### config.mk
export PLATFORM = sky130hd
export DESIGN_NAME = stack_alu_sequencer_flat
export DESIGN_NICKNAME = d
export VERILOG_FILES = /design/src/rtl/stack_alu_sequencer_if.sv /design/src/rtl/stack_alu_sequencer.sv /design/src/flat_wrapper.sv
export SDC_FILE = /design/constraint.sdc
export NUM_CORES = 1
export LEC_CHECK = 0
export CAP_MARGIN = 20
export CELL_PAD_IN_SITES_DETAIL_PLACEMENT = 0
export CELL_PAD_IN_SITES_GLOBAL_PLACEMENT = 2
export CORE_MARGIN = 4
export CORE_UTILIZATION = 25
export CTS_BUF_LIST = sky130_fd_sc_hd__clkbuf_4 sky130_fd_sc_hd__clkbuf_8
export CTS_CLUSTER_DIAMETER = 200
export DETAILED_ROUTE_END_ITERATION = 6
export MAX_ROUTING_LAYER = met4
export PLACE_DENSITY = 0.54
export SETUP_SLACK_MARGIN = 0.5
export SLEW_MARGIN = 30
export SYNTH_ARGS = -nofsm -noshare
export SYNTH_HDL_FRONTEND = slang
export SYNTH_SLANG_ARGS = --single-unit
### constraint.sdc
create_clock -name clk -period 4.81 [get_ports clk]
set_input_delay 0.481 -clock clk [delete_from_list [all_inputs] [get_ports clk]]
set_output_delay 0.481 -clock clk [all_outputs]
set_load 0.005 [all_outputs]
### src/rtl/stack_alu_sequencer_if.sv
// Opcode/result bus between the stack-ALU sequencer (master) and the stack ALU (slave).
interface stack_alu_sequencer_if #(
  parameter int N = 4
);
  logic [2:0]   alu_opcode;
  logic [N-1:0] alu_data;
  logic [N-1:0] alu_result;
  logic         alu_overflow;

  modport master (
    output alu_opcode,
    output alu_data,
    input  alu_result,
    input  alu_overflow
  );

  modport slave (
    input  alu_opcode,
    input  alu_data,
    output alu_result,
    output alu_overflow
  );
endinterface

### src/rtl/stack_alu_sequencer.sv
// Issues a loaded (opcode, data) program to a stack ALU one per cycle and captures its results.
// Optional HALT_ON_OVF_EN: a captured overflowing result stops further issue.
module stack_alu_sequencer #(
  parameter int N      = 4,
  parameter int DEPTH  = 16,
  parameter int AW     = 4,
  parameter int SDEPTH = 512
) (
  input  logic                  clk,
  input  logic                  rst,
  input  logic                  prog_we_i,
  input  logic [AW-1:0]         prog_addr_i,
  input  logic [2:0]            prog_op_i,
  input  logic [N-1:0]          prog_data_i,
  input  logic [AW:0]           prog_len_i,
  input  logic                  start_i,
  output logic                  busy_o,
  output logic                  done_o,
  output logic                  res_valid_o,
  output logic [N-1:0]          res_data_o,
  output logic                  res_ovf_o,
  output logic                  err_o,
  stack_alu_sequencer_if.master alu
);

  localparam int DW = $clog2(SDEPTH + 1);
  localparam logic [DW-1:0] SD_MAX = DW'(SDEPTH);
  localparam logic [DW-1:0] D_TWO  = DW'(2);

  localparam logic [2:0] OP_NOP  = 3'b000;
  localparam logic [2:0] OP_ADD  = 3'b100;
  localparam logic [2:0] OP_MUL  = 3'b101;
  localparam logic [2:0] OP_PUSH = 3'b110;
  localparam logic [2:0] OP_POP  = 3'b111;

  typedef enum logic [1:0] {
    S_IDLE,
    S_RUN,
    S_DRAIN,
    S_DONE
  } state_t;

  state_t          state_q;
  logic [AW-1:0]   ip_q;
  logic [AW:0]     len_q;
  logic [DW-1:0]   depth_q;
  logic            busy_q;
  logic            done_q;
  logic            err_q;
  logic [2:0]      op_q;
  logic [N-1:0]    data_q;
  logic [1:0]      exp_q;
  logic            res_valid_q;
  logic [N-1:0]    res_data_q;
  logic            res_ovf_q;

  logic [2:0]      mem_op   [DEPTH];
  logic [N-1:0]    mem_data [DEPTH];

  logic [2:0]      cur_op;
  logic [N-1:0]    cur_dat;
  logic            legal;
  logic            yields;
  logic [DW-1:0]   depth_d;
  logic            last_issue;
  logic            halt;
  logic            issue_res;

  // Program memory is deliberately left out of reset.
  always_ff @(posedge clk) begin
    if (prog_we_i && !busy_q) begin
      mem_op[prog_addr_i]   <= prog_op_i;
      mem_data[prog_addr_i] <= prog_data_i;
    end
  end

  // Legality is judged against the local mirror of the ALU stack depth.
  always_comb begin
    cur_op  = mem_op[ip_q];
    cur_dat = mem_data[ip_q];
    legal   = 1'b1;
    yields  = 1'b0;
    depth_d = depth_q;
    case (cur_op)
      OP_PUSH: begin
        if (depth_q < SD_MAX) depth_d = depth_q + 1'b1;
        else                  legal   = 1'b0;
      end
      OP_POP: begin
        if (depth_q >= D_TWO) begin
          depth_d = depth_q - 1'b1;
          yields  = 1'b1;
        end else begin
          legal = 1'b0;
        end
      end
      OP_ADD, OP_MUL: begin
        if (depth_q >= D_TWO) yields = 1'b1;
        else                  legal  = 1'b0;
      end
      default: ;
    endcase
  end

`ifdef HALT_ON_OVF_EN
  assign halt = res_valid_q & res_ovf_q;
`else
  assign halt = 1'b0;
`endif

  assign last_issue = ({1'b0, ip_q} == (len_q - 1'b1));
  assign issue_res  = (state_q == S_RUN) && !halt && legal && yields;

  always_ff @(posedge clk or posedge rst) begin
    if (rst) begin
      state_q     <= S_IDLE;
      ip_q        <= '0;
      len_q       <= '0;
      depth_q     <= '0;
      busy_q      <= 1'b0;
      done_q      <= 1'b0;
      err_q       <= 1'b0;
      op_q        <= OP_NOP;
      data_q      <= '0;
      exp_q       <= '0;
      res_valid_q <= 1'b0;
      res_data_q  <= '0;
      res_ovf_q   <= 1'b0;
    end else begin
      done_q      <= 1'b0;
      op_q        <= OP_NOP;
      data_q      <= '0;
      exp_q       <= {exp_q[0], issue_res};
      // exp_q[1] marks an ALU result that is valid on the bus this cycle.
      res_valid_q <= exp_q[1];
      if (exp_q[1]) begin
        res_data_q <= alu.alu_result;
        res_ovf_q  <= alu.alu_overflow;
      end

      case (state_q)
        S_IDLE: begin
          if (start_i) begin
            err_q  <= 1'b0;
            ip_q   <= '0;
            len_q  <= prog_len_i;
            busy_q <= 1'b1;
            if (prog_len_i == '0) begin
              state_q <= S_DONE;
              done_q  <= 1'b1;
            end else begin
              state_q <= S_RUN;
            end
          end
        end
        S_RUN: begin
          if (halt) begin
            state_q <= S_DRAIN;
          end else begin
            if (legal) begin
              op_q    <= cur_op;
              data_q  <= cur_dat;
              depth_q <= depth_d;
            end else begin
              err_q <= 1'b1;
            end
            ip_q <= ip_q + 1'b1;
            if (last_issue) state_q <= S_DRAIN;
          end
        end
        S_DRAIN: begin
          // The last pending capture lands on the same edge that enters DONE.
          if (!exp_q[0]) begin
            state_q <= S_DONE;
            done_q  <= 1'b1;
          end
        end
        S_DONE: begin
          state_q <= S_IDLE;
          busy_q  <= 1'b0;
        end
        default: state_q <= S_IDLE;
      endcase
    end
  end

  assign alu.alu_opcode = op_q;
  assign alu.alu_data   = data_q;
  assign busy_o         = busy_q;
  assign done_o         = done_q;
  assign res_valid_o    = res_valid_q;
  assign res_data_o     = res_data_q;
  assign res_ovf_o      = res_ovf_q;
  assign err_o          = err_q;

endmodule

### src/flat_wrapper.sv
// flat-port wrapper written by rule: the top's interface ports become plain ports
module stack_alu_sequencer_flat 
#(
  parameter int N      = 4,
  parameter int DEPTH  = 16,
  parameter int AW     = 4,
  parameter int SDEPTH = 512
)
  (clk, rst, prog_we_i, prog_addr_i, prog_op_i, prog_data_i, prog_len_i, start_i, busy_o, done_o, res_valid_o, res_data_o, res_ovf_o, err_o, alu_alu_opcode, alu_alu_data, alu_alu_result, alu_alu_overflow);
  stack_alu_sequencer_if #(.N(N)) alu_i ();
  input  logic clk;
  input  logic rst;
  input  logic prog_we_i;
  input  logic [AW-1:0] prog_addr_i;
  input  logic [2:0] prog_op_i;
  input  logic [N-1:0] prog_data_i;
  input  logic [AW:0] prog_len_i;
  input  logic start_i;
  output logic busy_o;
  output logic done_o;
  output logic res_valid_o;
  output logic [N-1:0] res_data_o;
  output logic res_ovf_o;
  output logic err_o;
  output wire logic [$bits(alu_i.alu_opcode)-1:0] alu_alu_opcode;
  output wire logic [$bits(alu_i.alu_data)-1:0] alu_alu_data;
  input wire logic [$bits(alu_i.alu_result)-1:0] alu_alu_result;
  input wire logic [$bits(alu_i.alu_overflow)-1:0] alu_alu_overflow;
  assign alu_alu_opcode = alu_i.alu_opcode;
  assign alu_alu_data = alu_i.alu_data;
  assign alu_i.alu_result = alu_alu_result;
  assign alu_i.alu_overflow = alu_alu_overflow;
  stack_alu_sequencer #(.N(N), .DEPTH(DEPTH), .AW(AW), .SDEPTH(SDEPTH)) u_core (.clk(clk), .rst(rst), .prog_we_i(prog_we_i), .prog_addr_i(prog_addr_i), .prog_op_i(prog_op_i), .prog_data_i(prog_data_i), .prog_len_i(prog_len_i), .start_i(start_i), .busy_o(busy_o), .done_o(done_o), .res_valid_o(res_valid_o), .res_data_o(res_data_o), .res_ovf_o(res_ovf_o), .err_o(err_o), .alu(alu_i));
endmodule
== After elaboration in Yosys (flattened, before gate mapping) ==
Memories as Yosys holds them, arrays and structs flattened.
Cells that the tools add are included.

* Add/subtract/negate cells: 4
* $lt $le $gt $ge: 2
* Equal/unequal tests: 14
* Multiplexer cells: 29
* Reductions and logical operators: 16

{| class="wikitable"
|+ Operators with widths
! kind !! count
|-
| $mux W10 || 2
|-
| $pmux W10 S2 || 1
|-
| $eq A3 B3 Y1 const B || 4
|-
| $mux W4 || 3
|-
| $mux W1 || 11
|-
| $add A10 B1 Y10 const B || 1
|-
| $ge A10 B2 Y1 const B || 1
|-
| $lt A10 B10 Y1 const B || 1
|-
| $sub A10 B1 Y10 const B || 1
|-
| $mux W2 || 4
|-
| $pmux W1 S2 || 4
|-
| $pmux W2 S4 || 1
|-
| $pmux W4 S2 || 1
|-
| $mux W3 || 2
|-
| $ne A2 B1 Y1 const B || 3
|-
| $ne A2 B2 Y1 const B || 3
|-
| $reduce_and A2 Y1 || 3
|-
| $reduce_and A3 Y1 || 2
|-
| $reduce_bool A2 Y1 || 3
|-
| $eq A4 B5 Y1 || 1
|-
| $logic_not A5 Y1 || 1
|-
| $reduce_and A5 Y1 || 1
|-
| $sub A5 B1 Y5 const B || 1
|-
| $add A4 B1 Y4 const B || 1
|-
| other kinds (6) || 9
|}

* Register bits after elaboration: 39
* RAM bits: 112
* Input bits: 25
* Output and inout port bits: 16
* Logic and storage cells: 80
* Memories kept: 2

{| class="wikitable"
|+ Memory list
! memory !! depth !! bits a word !! rd ports !! clocked after memory_dff !! wr ports !! line !! source
|-
| u_core.mem_data || 16 || 4 || 1 || 0 || 1 || stack_alu_sequencer.sv:58 || <nowiki>logic [N-1:0] mem_data [DEPTH];</nowiki>
|-
| u_core.mem_op || 16 || 3 || 1 || 0 || 1 || stack_alu_sequencer.sv:57 || <nowiki>logic [2:0] mem_op [DEPTH];</nowiki>
|}

== Longest topological paths before layout ==
Gate-level depths: netlist of the first run.
An unclocked memory read counts as a cell.

* Depth in word-level cells: 6
* Depth in mapped cells: 14
* Depth with buffers taken out: 11

== Worst setup path before layout of the first run ==
Ideal clock, no wire load.

* Path type: reg-to-reg
* Start: register u_core.ip_q[0]
* End: register u_core.depth_q[4]
* Library setup time: 0.123 ns
* Data arrival time: 2.931 ns
* Data required time: 4.687 ns
* Slack: 1.756 ns
* Stages on the path, launching flop included: 14
* Buffers on the path: 3
* Clock period less this slack: 3.054 ns
* Path through: dfrtp_1 > buf_6 > buf_12 > mux4_1 > nand2_1 > and4_1 > buf_6 > nor3_1 > xor2_1 > ha_1 > or4_1 > nor4_1 > o21ai_2 > xnor2_1

* Word-level cells in the longest chain between the ends: 5
* Elaborated cells on any way between the ends: 12
* Classes of those cells: eq/ne: 6; mux: 2; reduce/logical: 3; memory: 1

{| class="wikitable"
|+ Ends and longest elaborated chain
! what !! line !! source
|-
| from (decl) || stack_alu_sequencer.sv:44 || <nowiki>logic [AW-1:0] ip_q;</nowiki>
|-
| from (signal assigned) || stack_alu_sequencer.sv:167 || <nowiki>ip_q <= ip_q + 1'b1;</nowiki>
|-
| $mem_v2 Z16 W3 * || - ||
|-
| $eq A3 B3 Y1 || stack_alu_sequencer.sv:84 || <nowiki>case (cur_op)</nowiki>
|-
| $reduce_or A3 Y1 (no source line) || - ||
|-
| $pmux W1 S2 || stack_alu_sequencer.sv:84 ||
|-
| $reduce_and A5 Y1 (no source line) || - ||
|-
| to (signal assigned) || stack_alu_sequencer.sv:163 || <nowiki>depth_q <= depth_d;</nowiki>
|-
| to (decl) || stack_alu_sequencer.sv:46 || <nowiki>logic [DW-1:0] depth_q;</nowiki>
|}

Every way passes the cells marked *; elsewhere a longest branch is shown, timed or not.
A chain may end at the register's enable or synchronous reset.

== Final worst setup path of the first run ==
Ends and elaborated chain as after synthesis.

==> impl_metrics.csv, run 1 <==
group,metric,value,unit
cells_and_area,final_cell_mix,"edfxtp_1 (112), clkdlybuf4s50_1 (40), dfrtp_1 (37)",
global_route,grt_usage,11.2,%
drt,wire_per_inst,18.9,um
drt,vias,3543,
yosys,ys_ff_latch,151,
yosys,synth_cell_type_count,53,
clock_network,cts_tree,"built",
sta,clock.fmax,262,MHz
global_route,grt_overflow,0,
critical_path,required,5.17,ns
status,status,"complete, no violations",
global_route,grt_max_degree,40,
clock_network,cts-root-buf,"clkbuf_8",
critical_path,crit_arrival,4.18,ns
critical_path,end_kind,"register",
worst_hold_path,hold_path.class,"in -> async",
floorplan,design.core.area,25300,um^2
clock_network,clk_path_buf_depth,2,
sta,rsz0062_at_grt,"false",
placement,place_congestion,0.726,
critical_path,worstSetupStartpointType,"register",
clock_network,postCtsResizedCells,0,
cells_and_area,fin_cells,775,
cells_and_area,areaGrowthSynthToFinish,18.1,%
floorplan,initial_core_util,25.6,%
clock_network,worstSkewPairLatency,0.46,ns
power_and_ir_drop,ir_worst_vdd,174,uV
floorplan,rows,58,
sta,period_needed,3.82,ns
floorplan,die_h,169,um
yosys,synthCells,383,
yosys,synth_area_per_cell,16.9,um^2
clock_network,cts_buffers,17,
sta,finalClockSkew,0.0139,ns
cells_and_area,drive_above_1_share,21.6,%
global_route,grt_pass1_wl,23300,um
clock_network,cts_hold_buf,0,
clock_network,clkTransAtPathRegs,0.10,ns
placement,dp.cells,743,
sta,worst_slew_pin_slew,0.963,ns
sta,relSlewSlack,35.8,%
sta,fin_tns_setup,0,ns
sta,drv_slew,0,
cells_and_area,antennaDiodeCount,0,
floorplan,die_w,169,um
placement,port-buffer-count,40,
sta,hold_viol_final,0,
yosys,synth_area,6470,um^2
power_and_ir_drop,p_leak,2.52,nW
clock_network,post_cts_buffers,0,
drt,firstDrtPassIters,4,
drt,postRouteAntennaNets,0,
cells_and_area,n_fill_cell,2458,
floorplan,ios,41,
global_route,antenna_found_initial,0,
drt,drtIter0Drc,227,
global_route,grt_pass1_vias,3727,
placement,detailedPlacementHpwl,9640,um
drt,viasPerCell,4.57,
clock_network,cts.sinks,151,
drt,route.detailed.drc,0,
cells_and_area,num-nets-final,464,
critical_path,path_class,"reg -> reg",
power_and_ir_drop,powerDensity,529,nW/um^2
sta,setup_viol,0,
yosys,synth_nets,415,
drt,wl,14700,um
run,cap_violations,0,
critical_path,crit_fanout,21,
clock_network,cts-htree-levels,4,
yosys,synth_seq_area_share,67.0,%
yosys,synth-warning-count,0,
cells_and_area,layout_commonest_cell,"edfxtp_1",
sta,min_period_over_period,79.4,%
floorplan,fp.dieArea,28500,um^2
[synth_stat cells, drive strengths merged]
cell	count	area, um^2
o32a	1	10.0
a21boi	1	11.3
o21ai	13	91.3
o31a	3	26.3
nand2	20	75.1
a2111oi	1	27.5
ha	7	87.6
nor2	21	81.3
nor4	6	37.5
a211oi	1	7.51
a22oi	2	42.5
inv	8	30.0
mux2	11	124
a32o	1	10.0
mux2i	3	30.0
a22o	4	35.0
and2	2	15.0
a21oi	1	8.76
mux4	32	732
and4	4	35.0
a31o	1	8.76
nand2b	6	37.5
o311ai	1	8.76
a31oi	6	37.5
o211ai	1	7.51
or3	4	25.0
and3	2	12.5
or3b	1	8.76
nor3b	5	37.5
nor3	12	60.1
nand4b	1	8.76
or4	4	30.0
nor2b	2	12.5
o21a	1	7.51
nand3	5	25.0
xor2	3	26.3
dfrtp	39	976
or2	1	6.26
xnor2	13	114
o32ai	1	8.76
clkbuf	7	26.3
buf	10	88.8
nand4	3	18.8
edfxtp	112	3360
[cells by family after synthesis]
group / Yosys count / synth area share (%)
flops: 151 / 67.0
buf+inv: 25 / 2.24
xor+xnor: 16 / 2.16
simple gates: 99 / 8.14
mux: 46 / 13.7
compound gates: 39 / 5.39
fa+ha+maj: 7 / 1.35
[flip-flops by register name, summed over array words and instances (netlist names), 2 cells and up]
| register | flops |
|---|---|
| u_core.mem_data | 64 |
| u_core.mem_op | 48 |
| u_core.depth_q | 10 |
| u_core.len_q | 5 |
| u_core.alu.alu_data | 4 |
| u_core.ip_q | 4 |
| u_core.res_data_o | 4 |
| u_core.alu.alu_opcode | 3 |
| u_core.exp_q | 2 |
| u_core.state_q | 2 |
[per-stage QoR]
step	setup slack (ns)	area (um^2)	utilization, %	total power [mW]	hold slack, ns
after global routing	0.672	7640	30.2	4.31	0.491
after floorplan	1.76	6470	-	2.70	0.375
final	0.988	7640	30.2	4.05	0.454
after global placement	1.02	7230	28.5	3.08	0.459
after CTS	0.960	7640	30.2	4.10	0.454
after detailed placement	0.965	7230	28.5	3.07	0.467
[layer usage]
metal	wire [um]	global-route usage, %
met4	237	3.46
met5	0	-
met2	7110	17.3
met1	6730	14.5
met3	606	2.92
[worst max-delay path, stage by stage, from the launching register on]
cell	delay [ns]
dfrtp_2	0.83
mux4_2	0.58
a22o_1	0.29
nor2_2	0.41
nor3_1	0.17
xor2_1	0.18
ha_1	0.30
or4_1	0.42
nor4_1	0.28
o21ai_2	0.09
xnor2_1	0.16
[where the power goes]
group	switching (mW)	internal (mW)	leakage [nW]	total (mW)
clock network	0.533	0.482	0.204	1.02
registers	0.230	1.55	1.50	1.78
logic	0.632	0.620	0.817	1.25
total	1.40	2.65	2.52	4.05
[layout make-up]
cell class                 count  area (um^2)  area share (%)
clock inverter                15          179            2.34
inverter                       8         30.0           0.393
multi-input combinational    207         1990            26.1
tap                          330          413            5.40
sequential                   151         4340            56.8
clock buffer                  17          234            3.06
timing repair buffer          47          453            5.93
[path summary, 6_finish.rpt]
path,startpoint,to,slack [ns],cells past startpoint
max,u_core.ip_q[0],u_core.depth_q[4],0.99,10
min,rst,u_core.depth_q[3],0.45,3
max reg2reg,u_core.ip_q[0],u_core.depth_q[4],0.99,10
min reg2reg,u_core.exp_q[0],u_core.exp_q[1],0.49,0
max in group asynchronous,rst,u_core.ip_q[0],3.97,3
min in group clk,u_core.exp_q[0],u_core.exp_q[1],0.49,0
Note: power is estimated with default switching activity, not from simulation.
==> inputs of run 2 (changes only) <==
PLACE_DENSITY = 0.55   (was 0.54)
clock period = 3.15 ns   (was 4.81 ns; I/O delays follow)
==> impl_metrics.csv, run 2 (synthesis gave the netlist of run 1 again) <==
group,metric,value,unit
critical_path,path_class,"reg -> reg",
drt,postRouteAntennaNets,0,
sta,period_needed,2.82,ns
floorplan,ios,41,
critical_path,worstSetupStartpointType,"register",
sta,clock.fmax,354,MHz
cells_and_area,regMostFlops,"u_core.mem_data",
cells_and_area,antennaDiodeCount,0,
sta,fin_tns_setup,0,ns
clock_network,cts-root-buf,"clkbuf_8",
sta,setup_ws,0.326,ns
status,status,"complete, no violations",
sta,hold_viol_final,0,
floorplan,rows,58,
drt,wl,14700,um
cells_and_area,largest_register_ffs,64,
drt,firstDrtPassIters,4,
sta,setup_viol,0,
drt,drtIter0Drc,192,
global_route,grt_pass1_vias,3888,
clock_network,cts-htree-levels,4,
cells_and_area,num-nets-final,493,
clock_network,cts_tree,"built",
global_route,antenna_found_initial,0,
sta,worst_slew_pin_slew,0.820,ns
cells_and_area,layout_commonest_cell,"edfxtp_1",
critical_path,crit_start,"u_core.ip_q[0]",
cells_and_area,areaGrowthSynthToFinish,23.2,%
global_route,grt_pass1_wl,23400,um
placement,port-buffer-count,40,
cells_and_area,drive_above_1_share,29.8,%
critical_path,required,3.48,ns
cells_and_area,reg_top3,"u_core.mem_data x64, u_core.mem_op x48, u_core.depth_q x10",
global_route,grt_max_degree,40,
sta,finalClockSkew,0.0171,ns
floorplan,initial_core_util,25.6,%
floorplan,die_w,169,um
power_and_ir_drop,powerDensity,835,nW/um^2
critical_path,regToRegStartpoint,"u_core.ip_q[0]",
drt,vias,3579,
sta,drv_slew,0,
global_route,grt_overflow,0,
drt,wire_per_inst,18.3,um
critical_path,crit_arrival,3.16,ns
sta,rsz0062_at_grt,"true",
clock_network,clk_path_buf_depth,2,
floorplan,die_h,169,um
floorplan,design.core.area,25300,um^2
global_route,grt_usage,11.1,%
placement,place_worst_setup_slack,0.130,ns
sta,min_period_over_period,89.7,%
placement,place_congestion,0.760,
floorplan,fp.dieArea,28500,um^2
critical_path,crit_fanout,6,
drt,route.detailed.drc,0,
clock_network,clkTransAtPathRegs,0.09,ns
cells_and_area,final_cell_mix,"edfxtp_1 (112), clkdlybuf4s50_1 (40), dfrtp_1 (37)",
drt,viasPerCell,4.46,
clock_network,worstSkewPairLatency,0.45,ns
sta,relSlewSlack,45.2,%
clock_network,cts_buffers,17,
placement,detailedPlacementHpwl,9960,um
run,cap_violations,0,
power_and_ir_drop,ir_worst_vdd,421,uV
power_and_ir_drop,p_leak,2.68,nW
clock_network,cts.sinks,151,
worst_hold_path,hold_path.class,"in -> async",
critical_path,end_kind,"register",
-- run 2: worst max-delay path, cell delays in order (launching register included) --
cell and delay (ns):
dfrtp_4 0.45, buf_8 0.14, mux4_2 0.51, a22o_4 0.29, nor2_4 0.12, nor3_4 0.06, xor2_1 0.14, ha_2 0.21
or4_4 0.44, nor4_4 0.16, o21ai_2 0.08, xnor2_1 0.12
-- run 2: metal layers --
| metal | global-route usage [%] | wire (um) |
|---|---|---|
| met1 | 15.4 | 7180 |
| met3 | 2.59 | 543 |
| met5 | - | 0 |
| met2 | 16.6 | 6840 |
| met4 | 3.00 | 149 |
-- run 2: stage by stage --
stage               hold slack [ns]  total power [mW]  instances  util, %  cell area, um^2
finish                        0.305              6.66        803     31.5             7970
global route                  0.339              7.06        803     31.5             7970
floorplan                     0.375              4.18        383        -             6490
CTS                           0.292              6.64        799     31.2             7910
global placement              0.434              4.85        757     29.0             7350
detailed placement            0.440              4.86        757     29.0             7350
-- run 2: final cells by class --
| type | instances | area, um^2 |
|---|---|---|
| repair buffers | 76 | 698 |
| well taps | 330 | 413 |
| flip-flops and latches | 151 | 4340 |
| inverters | 8 | 30.0 |
| multi-input cells | 207 | 2090 |
| fillers | 2457 | 17400 |
| clock inverters | 14 | 165 |
| clock buffers | 17 | 234 |
-- run 2: worst paths after layout --
| kind | endpoint | slack [ns] | depth (start not counted) |
|---|---|---|---|
| max | u_core.depth_q[4] | 0.33 | 11 |
| min | u_core.alu.alu_opcode[1] | 0.31 | 3 |
| max reg2reg | u_core.depth_q[4] | 0.33 | 11 |
| min reg2reg | u_core.exp_q[1] | 0.45 | 0 |
| max in group asynchronous | u_core.ip_q[0] | 2.45 | 3 |
| min in group clk | u_core.exp_q[1] | 0.45 | 0 |
-- run 2: repair_timing --
action,4_1_cts,5_1_grt
resized for setup,15,7
endpoints found under the setup margin,15,9
hold buffers,0,0
gates cloned,0,0
pin swaps,4,3
setup buffers,11,4
-- run 2: power by group --
group          leakage [nW]  switching [mW]  internal, mW  total [mW]
combinational         0.985            1.28          1.27        2.55
clock                 0.195           0.785         0.723        1.51
sequential             1.50           0.227          2.37        2.60
total                  2.68            2.29          4.37        6.66
==> inputs of run 3 (changes only) <==
CORE_MARGIN = 2   (was 4)
==> impl_metrics.csv, run 3 (synthesis gave the netlist of run 1 again) <==
group,metric,value,unit
placement,detailedPlacementHpwl,9810,um
clock_network,cts-htree-levels,4,
sta,hold_viol_final,0,
sta,min_period_over_period,90.2,%
global_route,antenna_found_initial,0,
clock_network,cts_hold_buf,0,
cells_and_area,antennaDiodeCount,0,
sta,rsz0062_at_grt,"true",
cells_and_area,final_cell_mix,"edfxtp_1 (112), clkdlybuf4s50_1 (40), dfrtp_1 (37)",
critical_path,path_class,"reg -> reg",
global_route,grt_max_degree,22,
drt,drtIter0Drc,202,
cells_and_area,layout_commonest_cell,"edfxtp_1",
sta,fin_tns_setup,0,ns
critical_path,worstSetupStartpointType,"register",
drt,route.detailed.drc,0,
clock_network,cts-root-buf,"clkbuf_8",
cells_and_area,largest_register_ffs,64,
placement,port-buffer-count,40,
run,cap_violations,0,
sta,clock.fmax,352,MHz
cells_and_area,areaGrowthSynthToFinish,23.9,%
global_route,grt_pass1_vias,3849,
critical_path,required,3.49,ns
cells_and_area,reg_top3,"u_core.mem_data x64, u_core.mem_op x48, u_core.depth_q x10",
floorplan,die_w,165,um
worst_hold_path,hold_path.class,"in -> async",
drt,viasPerCell,4.45,
clock_network,cts_buffers,17,
drt,wire_per_inst,18.1,um
cells_and_area,regArea,4340,um^2
power_and_ir_drop,ir_worst_vdd,489,uV
sta,setup_ws,0.308,ns
placement,place_congestion,0.751,
clock_network,worstSkewPairLatency,0.45,ns
clock_network,clkTransAtPathRegs,0.10,ns
power_and_ir_drop,p_leak,2.71,nW
floorplan,die_h,165,um
sta,finalClockSkew,0.0128,ns
status,status,"complete, no violations",
drt,firstDrtPassIters,7,
cells_and_area,num-nets-final,495,
global_route,grt_pass1_wl,23100,um
power_and_ir_drop,powerDensity,837,nW/um^2
sta,setup_viol,0,
floorplan,fp.dieArea,27200,um^2
cells_and_area,n_fill_cell,2439,
clock_network,cts_tree,"built",
critical_path,reg2regPathDepth,14,
drt,vias,3589,
critical_path,end_kind,"register",
sta,relSlewSlack,47.0,%
critical_path,r2r_slack,0.31,ns
cells_and_area,multiInputGateArea,2080,um^2
sta,drv_slew,0,
floorplan,ios,41,
cells_and_area,regMostFlops,"u_core.mem_data",
sta,period_needed,2.84,ns
global_route,grt_usage,11.9,%
clock_network,clk_path_buf_depth,2,
floorplan,initial_core_util,25.6,%
cells_and_area,drive_above_1_share,29.8,%
critical_path,crit_fanout,7,
critical_path,crit_arrival,3.18,ns
sta,worst_slew_pin_slew,0.793,ns
placement,place_worst_setup_slack,0.117,ns
floorplan,design.core.area,25300,um^2
drt,wl,14600,um
drt,postRouteAntennaNets,0,
floorplan,rows,58,
global_route,grt_overflow,0,
clock_network,cts.sinks,151,
## run 3: cell types whose count changed in the layout (fill, tap and decap cells not counted), sizes merged
cell / before / now
buf: 36 / 38
bufinv: 2 / 1
clkinv: 3 / 6
clkinvlp: 3 / 1
inv: 14 / 15
## run 3: final timing paths
check / from / endpoint
min in group clk: u_core.exp_q[0] / u_core.exp_q[1]
max reg2reg: u_core.ip_q[0] / u_core.depth_q[2]
min: rst / u_core.alu.alu_opcode[1]
min reg2reg: u_core.exp_q[0] / u_core.exp_q[1]
max in group asynchronous: rst / u_core.alu.alu_data[0]
max: u_core.ip_q[0] / u_core.depth_q[2]
## run 3: layout make-up
type | count | area share, %
clock inverter | 15 | 2.54
timing repair buffer | 78 | 8.90
multi-input combinational | 207 | 25.9
sequential | 151 | 54.2
clock buffer | 17 | 2.92
inverter | 8 | 0.375
tap | 330 | 5.15
## run 3: per-stage QoR
| stage | power [mW] | area (um^2) | cells | util (%) | hold slack [ns] |
|---|---|---|---|---|---|
| 2_1_floorplan | 4.18 | 6490 | 383 | - | 0.375 |
| 3_3_place_gp | 4.85 | 7350 | 757 | 29.0 | 0.435 |
| 3_5_place_dp | 4.84 | 7350 | 757 | 29.0 | 0.440 |
| 4_1_cts | 6.69 | 7950 | 801 | 31.4 | 0.243 |
| 5_1_grt | 7.10 | 8020 | 806 | 31.7 | 0.305 |
| 6_report | 6.71 | 8020 | 806 | 31.7 | 0.247 |
## run 3: layer usage
metal | track usage, % | vias to the layer above | routed length [um]
met5 | - | - | 0
met4 | 2.49 | 0 | 65
met3 | 3.11 | 4 | 595
met2 | 18.1 | 84 | 6790
met1 | 16.0 | 1830 | 7130
li1 | - | 1671 | -
## run 3: what timing repair did
action                                  CTS  global route
endpoints found under the setup margin   16            12
pin swaps                                 8             5
resized for setup                        13             7
buffers inserted                         12             5
## run 3: where the power goes
part	total (mW)	internal, mW	switching, mW	leakage (nW)
Clock	1.57	0.691	0.879	0.216
Sequential	2.61	2.37	0.243	1.50
Combinational	2.53	1.28	1.25	0.998
## run 3: worst max-delay path, stage by stage, from the launching register on
cell     delay (ns)
dfrtp_4        0.50
buf_12         0.15
mux4_2         0.43
a22o_4         0.27
nor2_4         0.14
nor3_4         0.06
xor2_1         0.14
ha_2           0.20
buf_6          0.13
buf_4          0.13
buf_4          0.12
nor2_1         0.08
and4_1         0.21
o21ai_2        0.06
xnor2_1        0.12
